## src/rtl/cpa_pkg.sv

```systemverilog
// Shared types and segment-bound helpers for the pipelined carry-propagate adder.
// Segment k spans [seg_lo, seg_hi]; seg_hi < seg_lo marks an empty delay-only stage.
package cpa_pkg;

  typedef enum logic {
    CPA_ADD = 1'b0,
    CPA_SUB = 1'b1
  } cpa_op_e;

  function automatic int seg_w(input int bits, input int stages);
    return (bits + stages - 1) / stages;
  endfunction

  function automatic int seg_lo(input int k, input int w);
    return k * w;
  endfunction

  function automatic int seg_hi(input int k, input int w, input int bits);
    return (((k + 1) * w < bits) ? (k + 1) * w : bits) - 1;
  endfunction

endpackage

```

## src/rtl/cpa_segment.sv

```systemverilog
// One adder segment over bits [LO:HI] plus its pipeline register; passes everything else through.
// Latency 1 cycle; holds its register while downstream stalls, ready = !valid || dn_ready.
module cpa_segment
  import cpa_pkg::*;
#(
  parameter int BITS = 40,
  parameter int LO   = 0,
  parameter int HI   = 9
) (
  input  logic            clk,
  input  logic            rst_n,
  input  logic            up_valid,
  output logic            up_ready,
  output logic            dn_valid,
  input  logic            dn_ready,
  input  logic [BITS-1:0] w_in,
  input  logic [BITS-1:0] b_in,
  input  logic            c_in,
  input  logic            ov_in,
  output logic [BITS-1:0] w_q,
  output logic [BITS-1:0] b_q,
  output logic            c_q,
  output logic            ov_q
);

  localparam bit EMPTY = (HI < LO);

  logic [BITS-1:0] w_n;
  logic            c_n;
  logic            c_msb;
  logic            ov_n;
  logic            load;

  // w carries operand A above this segment and finished result bits below it
  always_comb begin
    w_n   = w_in;
    c_n   = c_in;
    c_msb = c_in;
    for (int i = 0; i < BITS; i++) begin
      if (i >= LO && i <= HI) begin
        c_msb  = c_n;
        w_n[i] = w_in[i] ^ b_in[i] ^ c_n;
        c_n    = (w_in[i] & b_in[i]) | (c_n & (w_in[i] ^ b_in[i]));
      end
    end
    ov_n = EMPTY ? ov_in : (c_msb ^ c_n);
  end

  assign up_ready = !dn_valid || dn_ready;
  assign load     = up_valid && up_ready;

  always_ff @(posedge clk or negedge rst_n) begin
    if (!rst_n) begin
      dn_valid <= 1'b0;
      w_q      <= '0;
      b_q      <= '0;
      c_q      <= 1'b0;
      ov_q     <= 1'b0;
    end else if (load) begin
      dn_valid <= 1'b1;
      w_q      <= w_n;
      b_q      <= b_in;
      c_q      <= c_n;
      ov_q     <= ov_n;
    end else if (dn_ready) begin
      dn_valid <= 1'b0;
    end
  end

endmodule

```

## src/rtl/pipelined_cpa.sv

```systemverilog
// Pipelined add/subtract: STAGES carry-chained segments, result straight from the last register.
// Latency STAGES cycles, one result per cycle; per-stage valid/ready so bubbles collapse under stall.
module pipelined_cpa
  import cpa_pkg::*;
#(
  parameter int BITS   = 40,
  parameter int STAGES = 4
) (
  input  logic            clk,
  input  logic            rst_n,
  input  logic            in_valid,
  output logic            in_ready,
  input  logic [BITS-1:0] a,
  input  logic [BITS-1:0] b,
  input  logic            ci,
  input  logic            op,
  output logic            out_valid,
  input  logic            out_ready,
  output logic [BITS-1:0] s,
  output logic            co,
  output logic            ovf
);

  localparam int SW = seg_w(BITS, STAGES);

  logic [STAGES:0]           vld;
  logic [STAGES:0]           rdy;
  logic [STAGES:0]           cy;
  logic [STAGES:0]           ov;
  logic [STAGES:0][BITS-1:0] w;
  logic [BITS-1:0]           bb [STAGES+1];

  // Subtract folds into the adder as a + ~b + ~ci, so op is fully consumed here
  assign vld[0]      = in_valid;
  assign in_ready    = rdy[0];
  assign rdy[STAGES] = out_ready;
  assign out_valid   = vld[STAGES];
  assign w[0]        = a;
  assign bb[0]       = (op == CPA_SUB) ? ~b : b;
  assign cy[0]       = (op == CPA_SUB) ? ~ci : ci;
  assign ov[0]       = 1'b0;

  for (genvar k = 0; k < STAGES; k++) begin : g_seg
    cpa_segment #(
      .BITS(BITS),
      .LO  (seg_lo(k, SW)),
      .HI  (seg_hi(k, SW, BITS))
    ) u_seg (
      .clk     (clk),
      .rst_n   (rst_n),
      .up_valid(vld[k]),
      .up_ready(rdy[k]),
      .dn_valid(vld[k+1]),
      .dn_ready(rdy[k+1]),
      .w_in    (w[k]),
      .b_in    (bb[k]),
      .c_in    (cy[k]),
      .ov_in   (ov[k]),
      .w_q     (w[k+1]),
      .b_q     (bb[k+1]),
      .c_q     (cy[k+1]),
      .ov_q    (ov[k+1])
    );
  end

  assign s   = w[STAGES];
  assign co  = cy[STAGES];
  assign ovf = ov[STAGES];

endmodule
```

## config.mk

```make
export PLATFORM = sky130hd
export DESIGN_NAME = pipelined_cpa
export DESIGN_NICKNAME = d
export VERILOG_FILES = /design/src/rtl/cpa_pkg.sv /design/src/rtl/cpa_segment.sv /design/src/rtl/pipelined_cpa.sv
export SDC_FILE = /design/constraint.sdc
export NUM_CORES = 1
export LEC_CHECK = 0
export CORE_ASPECT_RATIO = 0.7
export CORE_UTILIZATION = 35
export CTS_BUF_LIST = sky130_fd_sc_hd__clkbuf_2 sky130_fd_sc_hd__clkbuf_4 sky130_fd_sc_hd__clkbuf_8
export DETAILED_ROUTE_END_ITERATION = 7
export SLEW_MARGIN = 20
export SYNTH_ARGS = -nofsm -noshare
export SYNTH_HDL_FRONTEND = slang
export SYNTH_SLANG_ARGS = --single-unit
```

## constraint.sdc

```tcl
create_clock -name clk -period 11.3 [get_ports clk]
set_clock_uncertainty 0.05 [all_clocks]
set_input_delay 2.26 -clock clk [delete_from_list [all_inputs] [get_ports clk]]
set_output_delay 2.26 -clock clk [all_outputs]
set_load 0.01 [all_outputs]
```

==> impl_metrics.xml <==
<?xml version="1.0" encoding="UTF-8"?>
<metrics>
  <group name="setup_path">
    <metric name="critPathMaxFanout" unit="">41</metric>
    <metric name="element_type_at_the_critical_path_start" unit="">input pin</metric>
    <metric name="worst_setup_path_startpoint" unit="">op</metric>
    <metric name="worst_ep_arrival_time" unit="ns">7.30</metric>
    <metric name="regToRegSetupSlack" unit="ns">6.27</metric>
    <metric name="launch_instance_of_the_worst_register_to_register_path" unit="">g_seg[2].u_seg.c_q</metric>
    <metric name="cp-endpoint" unit="">g_seg[0].u_seg.w_q[9]</metric>
    <metric name="cp-end-kind" unit="">register</metric>
    <metric name="critPathKind" unit="">in2reg</metric>
    <metric name="reg2regPathDepth" unit="">15</metric>
    <metric name="regToRegEndpoint" unit="">g_seg[3].u_seg.ov_q</metric>
    <metric name="required" unit="ns">11.66</metric>
  </group>
  <group name="synthesis">
    <metric name="dominantRegCellSynth" unit="">sky130_fd_sc_hd__dfrtp_1</metric>
    <metric name="asyncSetResetFlopFracSynth" unit="%">100</metric>
    <metric name="synth_commonest_cells" unit="">sky130_fd_sc_hd__dfrtp_1, sky130_fd_sc_hd__mux2_2, sky130_fd_sc_hd__mux2_4, sky130_fd_sc_hd__inv_1, sky130_fd_sc_hd__fa_1</metric>
    <metric name="ff_latch_count_synth" unit="">229</metric>
    <metric name="synthesis.instances" unit="">623</metric>
    <metric name="synth.net_count" unit="">749</metric>
    <metric name="synth_seq_area_share" unit="%">56.9</metric>
    <metric name="synth_area_leaders" unit="">sky130_fd_sc_hd__dfrtp_1, sky130_fd_sc_hd__mux2_2, sky130_fd_sc_hd__mux2_4, sky130_fd_sc_hd__fa_1, sky130_fd_sc_hd__xor2_1</metric>
    <metric name="post_synthesis_mean_instance_area" unit="µm²">16.2</metric>
    <metric name="synth_top_cell_area_share" unit="%">56.9</metric>
    <metric name="yosys_warnings" unit="">0</metric>
    <metric name="synthesis.area" unit="mm²">0.0101</metric>
    <metric name="yosys.area.top_type" unit="">sky130_fd_sc_hd__dfrtp_1</metric>
    <metric name="most_common_cell_in_the_synthesized_netlist" unit="">sky130_fd_sc_hd__dfrtp_1</metric>
    <metric name="synth-edff-count" unit="">0</metric>
    <metric name="netlist-cell-type-count" unit="">17</metric>
  </group>
  <group name="power_and_ir_drop">
    <metric name="leakage" unit="µW">0.00553</metric>
    <metric name="cellPowerDensity" unit="mW/mm²">234</metric>
    <metric name="ir_drop" unit="V">0.0000854</metric>
  </group>
  <group name="global_routing">
    <metric name="number_of_antenna_violations_at_the_first_check_in_global_routing" unit="">1</metric>
    <metric name="globalRouteTotalUtil" unit="%">13.3</metric>
    <metric name="number_of_global_route_vias_before_repair" unit="">5522</metric>
    <metric name="global_route_wire_length_before_repair" unit="µm">30000</metric>
    <metric name="sum_of_overflow_across_all_layers_after_global_routing" unit="">0</metric>
    <metric name="grt_start_max_net_pins" unit="">97</metric>
  </group>
  <group name="routing">
    <metric name="routed_wire_length_per_instance" unit="µm">15.9</metric>
    <metric name="wl" unit="µm">18600</metric>
    <metric name="route.antenna.remaining_nets" unit="">0</metric>
    <metric name="detail_route.drc_violations" unit="">0</metric>
    <metric name="via_per_inst" unit="">4.45</metric>
    <metric name="drtPass1Iterations" unit="">4</metric>
    <metric name="drt_first_iter_violations" unit="">209</metric>
    <metric name="num_vias" unit="">5187</metric>
  </group>
  <group name="floorplanning">
    <metric name="std_cell_rows" unit="">51</metric>
    <metric name="die_width" unit="µm">205</metric>
    <metric name="placeableCoreArea" unit="mm²">0.0280</metric>
    <metric name="design.portCount" unit="">130</metric>
    <metric name="floorplan.initialDensity" unit="%">35.9</metric>
    <metric name="dieArea" unit="mm²">0.0295</metric>
    <metric name="die-height" unit="µm">144</metric>
  </group>
  <group name="clock_tree">
    <metric name="worst_setup_hold_path_clk_slew" unit="ns">0.06</metric>
    <metric name="cts_repair_resize_count" unit="">0</metric>
    <metric name="cts_inserted_buffers" unit="">38</metric>
    <metric name="cts_hold_repair.buffers" unit="">0</metric>
    <metric name="clock_h_tree_levels" unit="">2</metric>
    <metric name="clockBufferDepth" unit="">3</metric>
    <metric name="clock_latency_on_the_worst_skew_pair" unit="ns">0.54</metric>
    <metric name="tritoncts_clock_tree" unit="">built</metric>
    <metric name="post_cts_buffers" unit="">0</metric>
    <metric name="clock-root-buffer" unit="">sky130_fd_sc_hd__clkbuf_8</metric>
    <metric name="sink_count" unit="">229</metric>
  </group>
  <group name="placement">
    <metric name="gpl.final_weighted_congestion" unit="">0.695</metric>
    <metric name="post-dp-hpwl" unit="µm">11600</metric>
    <metric name="dp_slack" unit="ns">3.79</metric>
    <metric name="portBuffers" unit="">129</metric>
    <metric name="place.detailed.instances" unit="">1102</metric>
  </group>
  <group name="sta">
    <metric name="setup_slack" unit="ns">4.37</metric>
    <metric name="setup_tns_after_final_layout" unit="ns">0</metric>
    <metric name="final_max_tran_viols" unit="">0</metric>
    <metric name="setup_viol_count_final" unit="">0</metric>
    <metric name="post-route-period-util" unit="%">61.4</metric>
    <metric name="slew-limit-headroom" unit="%">35.9</metric>
    <metric name="finalWorstPathRequiredPeriod" unit="ns">6.93</metric>
    <metric name="worst-slew-pin-transition" unit="ns">0.961</metric>
    <metric name="finalHoldViolCount" unit="">0</metric>
    <metric name="fmax" unit="MHz">144</metric>
    <metric name="setup_repair_after_global_routing_missed_its_margin" unit="">no</metric>
  </group>
  <group name="final_layout">
    <metric name="layout-drive-gt1-share" unit="%">35.4</metric>
    <metric name="area_delta_synth_final" unit="%">24.0</metric>
    <metric name="final-instance-count-excl-fill" unit="">1165</metric>
    <metric name="finish.net_count" unit="">897</metric>
    <metric name="layout.area.seq" unit="mm²">0.00573</metric>
    <metric name="multiInputGateArea" unit="mm²">0.00401</metric>
    <metric name="final.fill_count" unit="">2545</metric>
  </group>
  <group name="status">
    <metric name="outcome" unit="">complete, no violations</metric>
  </group>
  <group name="flow_run">
    <metric name="max_cap_viol_count" unit="">0</metric>
  </group>
  <group name="worst_hold_path">
    <metric name="min_path_type" unit="">reg2reg</metric>
    <metric name="holdCritStartpoint" unit="">g_seg[2].u_seg.w_q[11]</metric>
    <metric name="holdPathStages" unit="">1</metric>
  </group>
</metrics>
## cell type report
type	count	share of cell area (%)
flip-flops and latches	229	45.9
multi-input cells	320	32.1
repair buffers	136	10.8
clock buffers	59	5.95
well taps	371	3.72
inverters	46	1.38
clock inverters	3	0.140
diodes	1	0.0200
## power breakdown
part	total (µW)	internal [µW]	switching [µW]
Sequential	1300	1130	167
Clock	735	415	321
Combinational	887	551	336
## cells by family (layout without fill, tap and decap cells)
| group | after synthesis | count (layout) | share of synthesized area, % |
|---|---|---|---|
| DFF | 229 | 229 | 56.9 |
| muxes | 225 | 225 | 27.2 |
| xor gates and xnor gates | 42 | 42 | 3.65 |
| and+or+nand+nor | 12 | 12 | 0.721 |
| buffers and inverters | 74 | 244 | 3.53 |
| AOI/OAI and AO/OA | 1 | 1 | 0.0746 |
| adders and majority gates | 40 | 40 | 7.95 |
| other | 0 | 1 | 0 |
## worst max-delay path, cell delays in order
cell,delay (ns)
sky130_fd_sc_hd__buf_2,0.07
sky130_fd_sc_hd__buf_4,0.59
sky130_fd_sc_hd__xor2_1,0.25
sky130_fd_sc_hd__fa_1,0.20
sky130_fd_sc_hd__inv_1,0.05
sky130_fd_sc_hd__fa_1,0.37
sky130_fd_sc_hd__fa_1,0.39
sky130_fd_sc_hd__fa_1,0.40
sky130_fd_sc_hd__fa_1,0.41
sky130_fd_sc_hd__fa_1,0.41
sky130_fd_sc_hd__fa_1,0.40
sky130_fd_sc_hd__fa_1,0.39
sky130_fd_sc_hd__fa_1,0.36
sky130_fd_sc_hd__inv_1,0.07
sky130_fd_sc_hd__fa_1,0.41
sky130_fd_sc_hd__mux2_4,0.26
## state kept, by name, summed over array words and instances (netlist names)
name and cells:
g_seg.u_seg.w_q 160, g_seg.u_seg.b_q 60, g_seg.u_seg.c_q 4, g_seg.u_seg.dn_valid 4
g_seg.u_seg.ov_q 1
## layer usage
metal,track usage (%),wire length [µm],up-vias
li1,-,-,2380
met3,4.29,1180,27
met2,18.3,7580,125
met4,4.12,310,0
met1,19.5,9500,2655
met5,0,0,-
## stage by stage
step | power [µW] | cell area, µm² | util, % | hold slack [ns]
6_report | 2920 | 12500 | 44.6 | 0.441
5_1_grt | 3130 | 12500 | 44.5 | 0.460
4_1_cts | 2980 | 12500 | 44.5 | 0.446
3_5_place_dp | 2230 | 11700 | 41.8 | 0.439
3_3_place_gp | 2200 | 11700 | 41.8 | 0.431
2_1_floorplan | 1850 | 10100 | - | 0.422
## layout by cell type, fill, tap and decap left out
master	n
sky130_fd_sc_hd__a21boi_4	1
sky130_fd_sc_hd__and4b_1	1
sky130_fd_sc_hd__buf_2	1
sky130_fd_sc_hd__buf_4	7
sky130_fd_sc_hd__buf_8	1
sky130_fd_sc_hd__clkbuf_4	11
sky130_fd_sc_hd__clkbuf_8	48
sky130_fd_sc_hd__clkdlybuf4s50_1	127
sky130_fd_sc_hd__clkinv_2	2
sky130_fd_sc_hd__clkinvlp_4	1
sky130_fd_sc_hd__dfrtp_1	229
sky130_fd_sc_hd__diode_2	1
sky130_fd_sc_hd__fa_1	40
sky130_fd_sc_hd__inv_1	46
sky130_fd_sc_hd__mux2_2	146
sky130_fd_sc_hd__mux2_4	60
sky130_fd_sc_hd__mux2i_1	19
sky130_fd_sc_hd__nand2_1	1
sky130_fd_sc_hd__nand2_2	2
sky130_fd_sc_hd__nand2_4	1
sky130_fd_sc_hd__nand2b_1	5
sky130_fd_sc_hd__nand3b_1	1
sky130_fd_sc_hd__nand4b_1	1
sky130_fd_sc_hd__xnor2_1	11
sky130_fd_sc_hd__xor2_1	31
## worst min path at each step
stage          slack, ns                       to
2_1_floorplan       0.42  g_seg[2].u_seg.dn_valid
3_3_place_gp        0.43   g_seg[2].u_seg.w_q[33]
3_5_place_dp        0.44   g_seg[2].u_seg.w_q[32]
4_1_cts             0.45   g_seg[3].u_seg.w_q[11]
5_1_grt             0.46   g_seg[2].u_seg.w_q[19]
6_report            0.44   g_seg[3].u_seg.w_q[11]
Power figures use the tool's default switching activity.
